==> config.mk <==
export PLATFORM = sky130hd
export DESIGN_NAME = id_ex_stage
export DESIGN_NICKNAME = d
export VERILOG_FILES = /design/src/rtl/id_ex_stage.sv
export SDC_FILE = /design/constraint.sdc
export NUM_CORES = 1
export LEC_CHECK = 0
export ABC_AREA = 1
export CAP_MARGIN = 40
export CORE_AREA = 2 2 140 142
export CTS_CLUSTER_SIZE = 14
export DETAILED_ROUTE_END_ITERATION = 10
export DIE_AREA = 0 0 142 144
export GPL_ROUTABILITY_DRIVEN = 0
export HOLD_SLACK_MARGIN = 0.03
export PLACE_DENSITY = 0.78
export SLEW_MARGIN = 40
export SYNTH_ARGS = -nofsm -noshare
export SYNTH_HDL_FRONTEND = slang
export SYNTH_SLANG_ARGS = --single-unit
==> constraint.sdc <==
create_clock -name clk -period 2.54 [get_ports clk]
set_input_delay 0.381 -clock clk [delete_from_list [all_inputs] [get_ports clk]]
set_output_delay 0.381 -clock clk [all_outputs]
set_load 0.05 [all_outputs]
==> src/rtl/id_ex_stage.sv <==
// ID/EX pipeline register with write-back bypass, load-use bubble insertion,
// flush/hold handling and a saturating count of inserted load-use bubbles.
module id_ex_stage #(
    parameter int unsigned ADDR_WIDTH = 5,
    parameter int unsigned DATA_WIDTH = 32,
    parameter int unsigned CNT_WIDTH  = 16
) (
    input  logic                  clk,
    input  logic                  rst,
    input  logic                  id_valid,
    input  logic [DATA_WIDTH-1:0] id_pc,
    input  logic [ADDR_WIDTH-1:0] id_rs1,
    input  logic [ADDR_WIDTH-1:0] id_rs2,
    input  logic [ADDR_WIDTH-1:0] id_rd,
    input  logic                  id_use_rs1,
    input  logic                  id_use_rs2,
    input  logic [DATA_WIDTH-1:0] id_imm,
    input  logic                  id_reg_write,
    input  logic                  id_mem_read,
    input  logic                  id_mem_write,
    input  logic                  id_alu_src,
    input  logic [3:0]            id_alu_op,
    input  logic [DATA_WIDTH-1:0] rd1,
    input  logic [DATA_WIDTH-1:0] rd2,
    input  logic                  wb_we,
    input  logic [ADDR_WIDTH-1:0] wb_rd,
    input  logic [DATA_WIDTH-1:0] wb_data,
    input  logic                  flush,
    input  logic                  ex_hold,
    output logic                  stall_o,
    output logic                  ex_valid,
    output logic [DATA_WIDTH-1:0] ex_pc,
    output logic [DATA_WIDTH-1:0] ex_imm,
    output logic [DATA_WIDTH-1:0] ex_op1,
    output logic [DATA_WIDTH-1:0] ex_op2,
    output logic [ADDR_WIDTH-1:0] ex_rs1,
    output logic [ADDR_WIDTH-1:0] ex_rs2,
    output logic [ADDR_WIDTH-1:0] ex_rd,
    output logic                  ex_reg_write,
    output logic                  ex_mem_read,
    output logic                  ex_mem_write,
    output logic                  ex_alu_src,
    output logic [3:0]            ex_alu_op,
    output logic [CNT_WIDTH-1:0]  bubble_cnt
);

    localparam logic [ADDR_WIDTH-1:0] REG_ZERO  = {ADDR_WIDTH{1'b0}};
    localparam logic [DATA_WIDTH-1:0] DATA_ZERO = {DATA_WIDTH{1'b0}};
    localparam logic [CNT_WIDTH-1:0]  CNT_MAX   = {CNT_WIDTH{1'b1}};
    localparam logic [CNT_WIDTH-1:0]  CNT_ONE   = {{(CNT_WIDTH-1){1'b0}}, 1'b1};

    // The register file returns the pre-write value, so a same-cycle write-back wins.
    function automatic logic [DATA_WIDTH-1:0] select_operand(
        input logic [ADDR_WIDTH-1:0] rs,
        input logic [DATA_WIDTH-1:0] rf_data,
        input logic                  we,
        input logic [ADDR_WIDTH-1:0] wrd,
        input logic [DATA_WIDTH-1:0] wdata
    );
        logic [DATA_WIDTH-1:0] result;
        if (rs == REG_ZERO) begin
            result = DATA_ZERO;
        end else if (we && (wrd != REG_ZERO) && (wrd == rs)) begin
            result = wdata;
        end else begin
            result = rf_data;
        end
        return result;
    endfunction

    logic                  ex_valid_r;
    logic [DATA_WIDTH-1:0] ex_pc_r;
    logic [DATA_WIDTH-1:0] ex_imm_r;
    logic [DATA_WIDTH-1:0] ex_op1_r;
    logic [DATA_WIDTH-1:0] ex_op2_r;
    logic [ADDR_WIDTH-1:0] ex_rs1_r;
    logic [ADDR_WIDTH-1:0] ex_rs2_r;
    logic [ADDR_WIDTH-1:0] ex_rd_r;
    logic                  ex_reg_write_r;
    logic                  ex_mem_read_r;
    logic                  ex_mem_write_r;
    logic                  ex_alu_src_r;
    logic [3:0]            ex_alu_op_r;
    logic [CNT_WIDTH-1:0]  bubble_cnt_r;

    logic [DATA_WIDTH-1:0] op1_s;
    logic [DATA_WIDTH-1:0] op2_s;
    logic                  hazard_s;
    logic                  stall_s;
    logic                  bubble_s;
    logic                  cnt_inc_s;

    // Operand selection, load-use detection and stall request.
    always_comb begin
        op1_s     = select_operand(id_rs1, rd1, wb_we, wb_rd, wb_data);
        op2_s     = select_operand(id_rs2, rd2, wb_we, wb_rd, wb_data);
        hazard_s  = 1'b0;
        bubble_s  = 1'b0;
        cnt_inc_s = 1'b0;
        if (id_valid && ex_valid_r && ex_mem_read_r && (ex_rd_r != REG_ZERO)) begin
            hazard_s = (id_use_rs1 && (id_rs1 == ex_rd_r)) ||
                       (id_use_rs2 && (id_rs2 == ex_rd_r));
        end else begin
            hazard_s = 1'b0;
        end
        // Flush outranks the hazard: the dependent instruction is squashed anyway.
        if (flush) begin
            bubble_s = 1'b1;
        end else if (hazard_s) begin
            bubble_s  = 1'b1;
            cnt_inc_s = (bubble_cnt_r != CNT_MAX);
        end else begin
            bubble_s = 1'b0;
        end
        stall_s = ex_hold || (hazard_s && !flush);
    end

    // ID/EX register and bubble counter; hold freezes everything, including flush.
    always_ff @(posedge clk) begin
        if (!rst) begin
            ex_valid_r     <= 1'b0;
            ex_pc_r        <= DATA_ZERO;
            ex_imm_r       <= DATA_ZERO;
            ex_op1_r       <= DATA_ZERO;
            ex_op2_r       <= DATA_ZERO;
            ex_rs1_r       <= REG_ZERO;
            ex_rs2_r       <= REG_ZERO;
            ex_rd_r        <= REG_ZERO;
            ex_reg_write_r <= 1'b0;
            ex_mem_read_r  <= 1'b0;
            ex_mem_write_r <= 1'b0;
            ex_alu_src_r   <= 1'b0;
            ex_alu_op_r    <= 4'd0;
            bubble_cnt_r   <= {CNT_WIDTH{1'b0}};
        end else if (!ex_hold) begin
            if (bubble_s) begin
                ex_valid_r     <= 1'b0;
                ex_pc_r        <= DATA_ZERO;
                ex_imm_r       <= DATA_ZERO;
                ex_op1_r       <= DATA_ZERO;
                ex_op2_r       <= DATA_ZERO;
                ex_rs1_r       <= REG_ZERO;
                ex_rs2_r       <= REG_ZERO;
                ex_rd_r        <= REG_ZERO;
                ex_reg_write_r <= 1'b0;
                ex_mem_read_r  <= 1'b0;
                ex_mem_write_r <= 1'b0;
                ex_alu_src_r   <= 1'b0;
                ex_alu_op_r    <= 4'd0;
            end else begin
                ex_valid_r     <= id_valid;
                ex_pc_r        <= id_pc;
                ex_imm_r       <= id_imm;
                ex_op1_r       <= op1_s;
                ex_op2_r       <= op2_s;
                ex_rs1_r       <= id_rs1;
                ex_rs2_r       <= id_rs2;
                ex_rd_r        <= id_rd;
                ex_reg_write_r <= id_valid & id_reg_write;
                ex_mem_read_r  <= id_valid & id_mem_read;
                ex_mem_write_r <= id_valid & id_mem_write;
                ex_alu_src_r   <= id_valid & id_alu_src;
                ex_alu_op_r    <= id_valid ? id_alu_op : 4'd0;
            end
            if (cnt_inc_s) begin
                bubble_cnt_r <= bubble_cnt_r + CNT_ONE;
            end
        end
    end

    assign stall_o      = stall_s;
    assign ex_valid     = ex_valid_r;
    assign ex_pc        = ex_pc_r;
    assign ex_imm       = ex_imm_r;
    assign ex_op1       = ex_op1_r;
    assign ex_op2       = ex_op2_r;
    assign ex_rs1       = ex_rs1_r;
    assign ex_rs2       = ex_rs2_r;
    assign ex_rd        = ex_rd_r;
    assign ex_reg_write = ex_reg_write_r;
    assign ex_mem_read  = ex_mem_read_r;
    assign ex_mem_write = ex_mem_write_r;
    assign ex_alu_src   = ex_alu_src_r;
    assign ex_alu_op    = ex_alu_op_r;
    assign bubble_cnt   = bubble_cnt_r;

endmodule
==> results.md <==
* CTS Sinks at 168
* Reg2reg start: ex_rd[1]
* Post-Route Skew at 10.1 ps
* Drt first pass iters at 5
* Worst-path maximum fanout at 5
* Multi-input logic area at 3590 um2
* Hold Path Depth at 3
* Fin crit share at 0.896
* Crit path DAT at 1890 ps
* FF+latch count, synth at 168
* Outcome: complete, no violations
* Max VDD drop at 0.446 mV
* Final Hold Viols at 0
* Initial Util at 0.393
* Synth Warn # at 0
* Slew Viols, Final at 0
* Clock tree buffer depth at 2
* Row cnt at 51
* Sequential area share after synthesis at 0.449
* Mapped Nets at 1267
* DRC at 0
* Resized cells post-CTS at 0
* Vias in the first global route at 7443
* PortBufs at 364
* Total Die Area at 20400 um2
* Area delta synth->final at 59.5%
* Total setup buffers inserted after CTS at 0
* CP Launch Type: primary input
* Reg2reg path depth at 9
* Max-cap violations at 0
* Worst skew pair latency at 430 ps
* Fmax at 440 MHz
* Worst min path class: primary input to register
* Worst endpoint required time at 2160 ps
* Synthesized instance count at 1070
* First-pass GRT wire length at 39200 um
* FILL cells at 1691
* Root buffer cell: clkbuf_16
* Antenna violations before repair at 0
* Slew headroom at 0.455
* Fin nets at 1601
* Commonest non-fill, non-tap cell in the layout: clkdlybuf4s50_1
* Tot GR Track Use at 0.242
* CTS tree: yes
* CP Capture Type: output pin
* Pwr dens at 556 nW/um2
* TritonCTS Buffers at 17
* Antenna diodes at 0
* Reg clk slew, reported paths at 60 ps
* Register-to-Register Setup Slack at 490 ps
* DRT iter0 DRCs at 594
* Worst hold endpoint: ex_rd[1]
* WL final at 26000 um
* Die Width at 142 um
* Pre-CTS worst setup slack at 15.1 ps
* Finish-stage setup viols at 0
* Avg WL per Cell at 15.7 um
* I/O pins at 365
* HPWL after DPL at 18700 um
* Max H-tree Level at 4
* Most frequent cells in the layout: clkdlybuf4s50_1 (362), nand2_1 (361), dfxtp_1 (168)
* Setup TNS at 0 ps
* Worst setup path class: primary input to output pin
* Largest net degree at the start of global routing at 85
* Core area at 19100 um2
* Yosys cell types at 27
* DR vias at 8269
* Layout Utilization at 0.627
* Final WS setup at 265 ps
* Vias/cell at 5.00
* Overflow after GRT at 0
* Worst-Margin Slew at 816 ps
* Crit Reg-Reg Endpoint: ex_op1[3]
* Min-Delay Startpoint: ex_hold
* Layout cells sized above 1 at 0.0629
* FF+latch area at 3360 um2
* P_leak at 4.63 nW
* Synthesized area at 7500 um2
* Avg Cell Area, Syn at 7.01 um2
* Min Tclk post-route at 2270 ps
* CTS Hold Bufs at 0
* Post-route ant nets at 0
* RSZ-0062 raised after global routing: no
* Chip height at 144 um
==> metal layers <==
layer | vias to the layer above | wire length (um) | GRT usage
li1 | 4114 | - | -
met4 | 0 | 800 | 0.101
met1 | 3816 | 10900 | 0.304
met3 | 49 | 1720 | 0.0579
met5 | - | 0 | 0
met2 | 290 | 12600 | 0.401
==> power breakdown <==
| group | internal [mW] | total [mW] | switching, mW |
|---|---|---|---|
| logic | 0.555 | 1.27 | 0.716 |
| clock network | 1.51 | 2.60 | 1.09 |
| registers | 2.73 | 2.78 | 0.0520 |
| total | 4.79 | 6.65 | 1.86 |
==> area by class of cell <==
class,count,area share
sequential,168,0.281
inverter,57,0.0181
tap,238,0.0249
multi-input combinational,774,0.300
timing repair buffer,386,0.326
clock buffer,19,0.0379
clock inverter,12,0.0119
==> logic make-up after synthesis <==
logic type               count (synthesis)  share of synthesized area
XOR/XNOR                                20                     0.0234
adder cells (fa/ha/maj)                  1                    0.00167
flip-flops                             168                      0.449
AO/OA/AOI/OAI                          226                      0.157
AND/OR/NAND/NOR                        527                      0.296
buffers and inverters                  128                     0.0734
==> per-stage QoR <==
stage	hold slack, ps	cell area (um2)	total power [mW]	cells
after floorplan	524	7500	3.49	1070
after global placement	447	11400	4.10	1623
after detailed placement	453	11400	4.10	1623
after CTS	254	12000	6.71	1654
after global routing	298	12000	6.91	1654
final	282	12000	6.65	1654
==> sequential cells by signal, summed over array words and instances, names as in the netlist <==
name and count:
ex_imm 32, ex_op1 32, ex_op2 32, ex_pc 32, bubble_cnt 16, ex_rd 5, ex_rs1 5, ex_rs2 5
ex_alu_op 4, ex_alu_src 1, ex_mem_read 1, ex_mem_write 1, ex_reg_write 1, ex_valid 1
==> Yosys cell counts, drive strengths merged <==
| master | instances | area share |
|---|---|---|
| xnor2 | 7 | 0.0082 |
| o21bai | 7 | 0.0070 |
| nand4 | 3 | 0.0045 |
| a21oi | 153 | 0.11 |
| nand3b | 1 | 0.0010 |
| nand3 | 91 | 0.063 |
| nor3 | 6 | 0.0047 |
| xor2 | 13 | 0.015 |
| o21ai | 66 | 0.044 |
| clkbuf | 50 | 0.025 |
| nor4 | 1 | 0.00084 |
| buf | 21 | 0.020 |
| ha | 1 | 0.0017 |
| nor2 | 61 | 0.036 |
| nand2 | 364 | 0.19 |
| inv | 57 | 0.029 |
| dfxtp | 168 | 0.45 |
==> worst max-delay path, cell delays in order <==
cell and delay, ps:
clkdlybuf4s50_1 600, inv_1 60, nand2_1 60, nand2_1 50, nor2_1 130, nand3_2 100, nand2_4 90, nand2_4 70
o21ai_2 190, buf_12 170
==> how the worst max path moves through the flow <==
stage                    from          to  cells past startpoint
global placement    id_rs1[4]   ex_op1[3]                     11
CTS                 id_rs2[3]     stall_o                     10
finish              id_rs2[3]     stall_o                     10
global route        id_rs2[3]     stall_o                     10
detailed placement  id_rs1[4]  ex_op1[13]                     11
floorplan            ex_rd[4]     stall_o                      9
(Power assumes the default switching activity.)
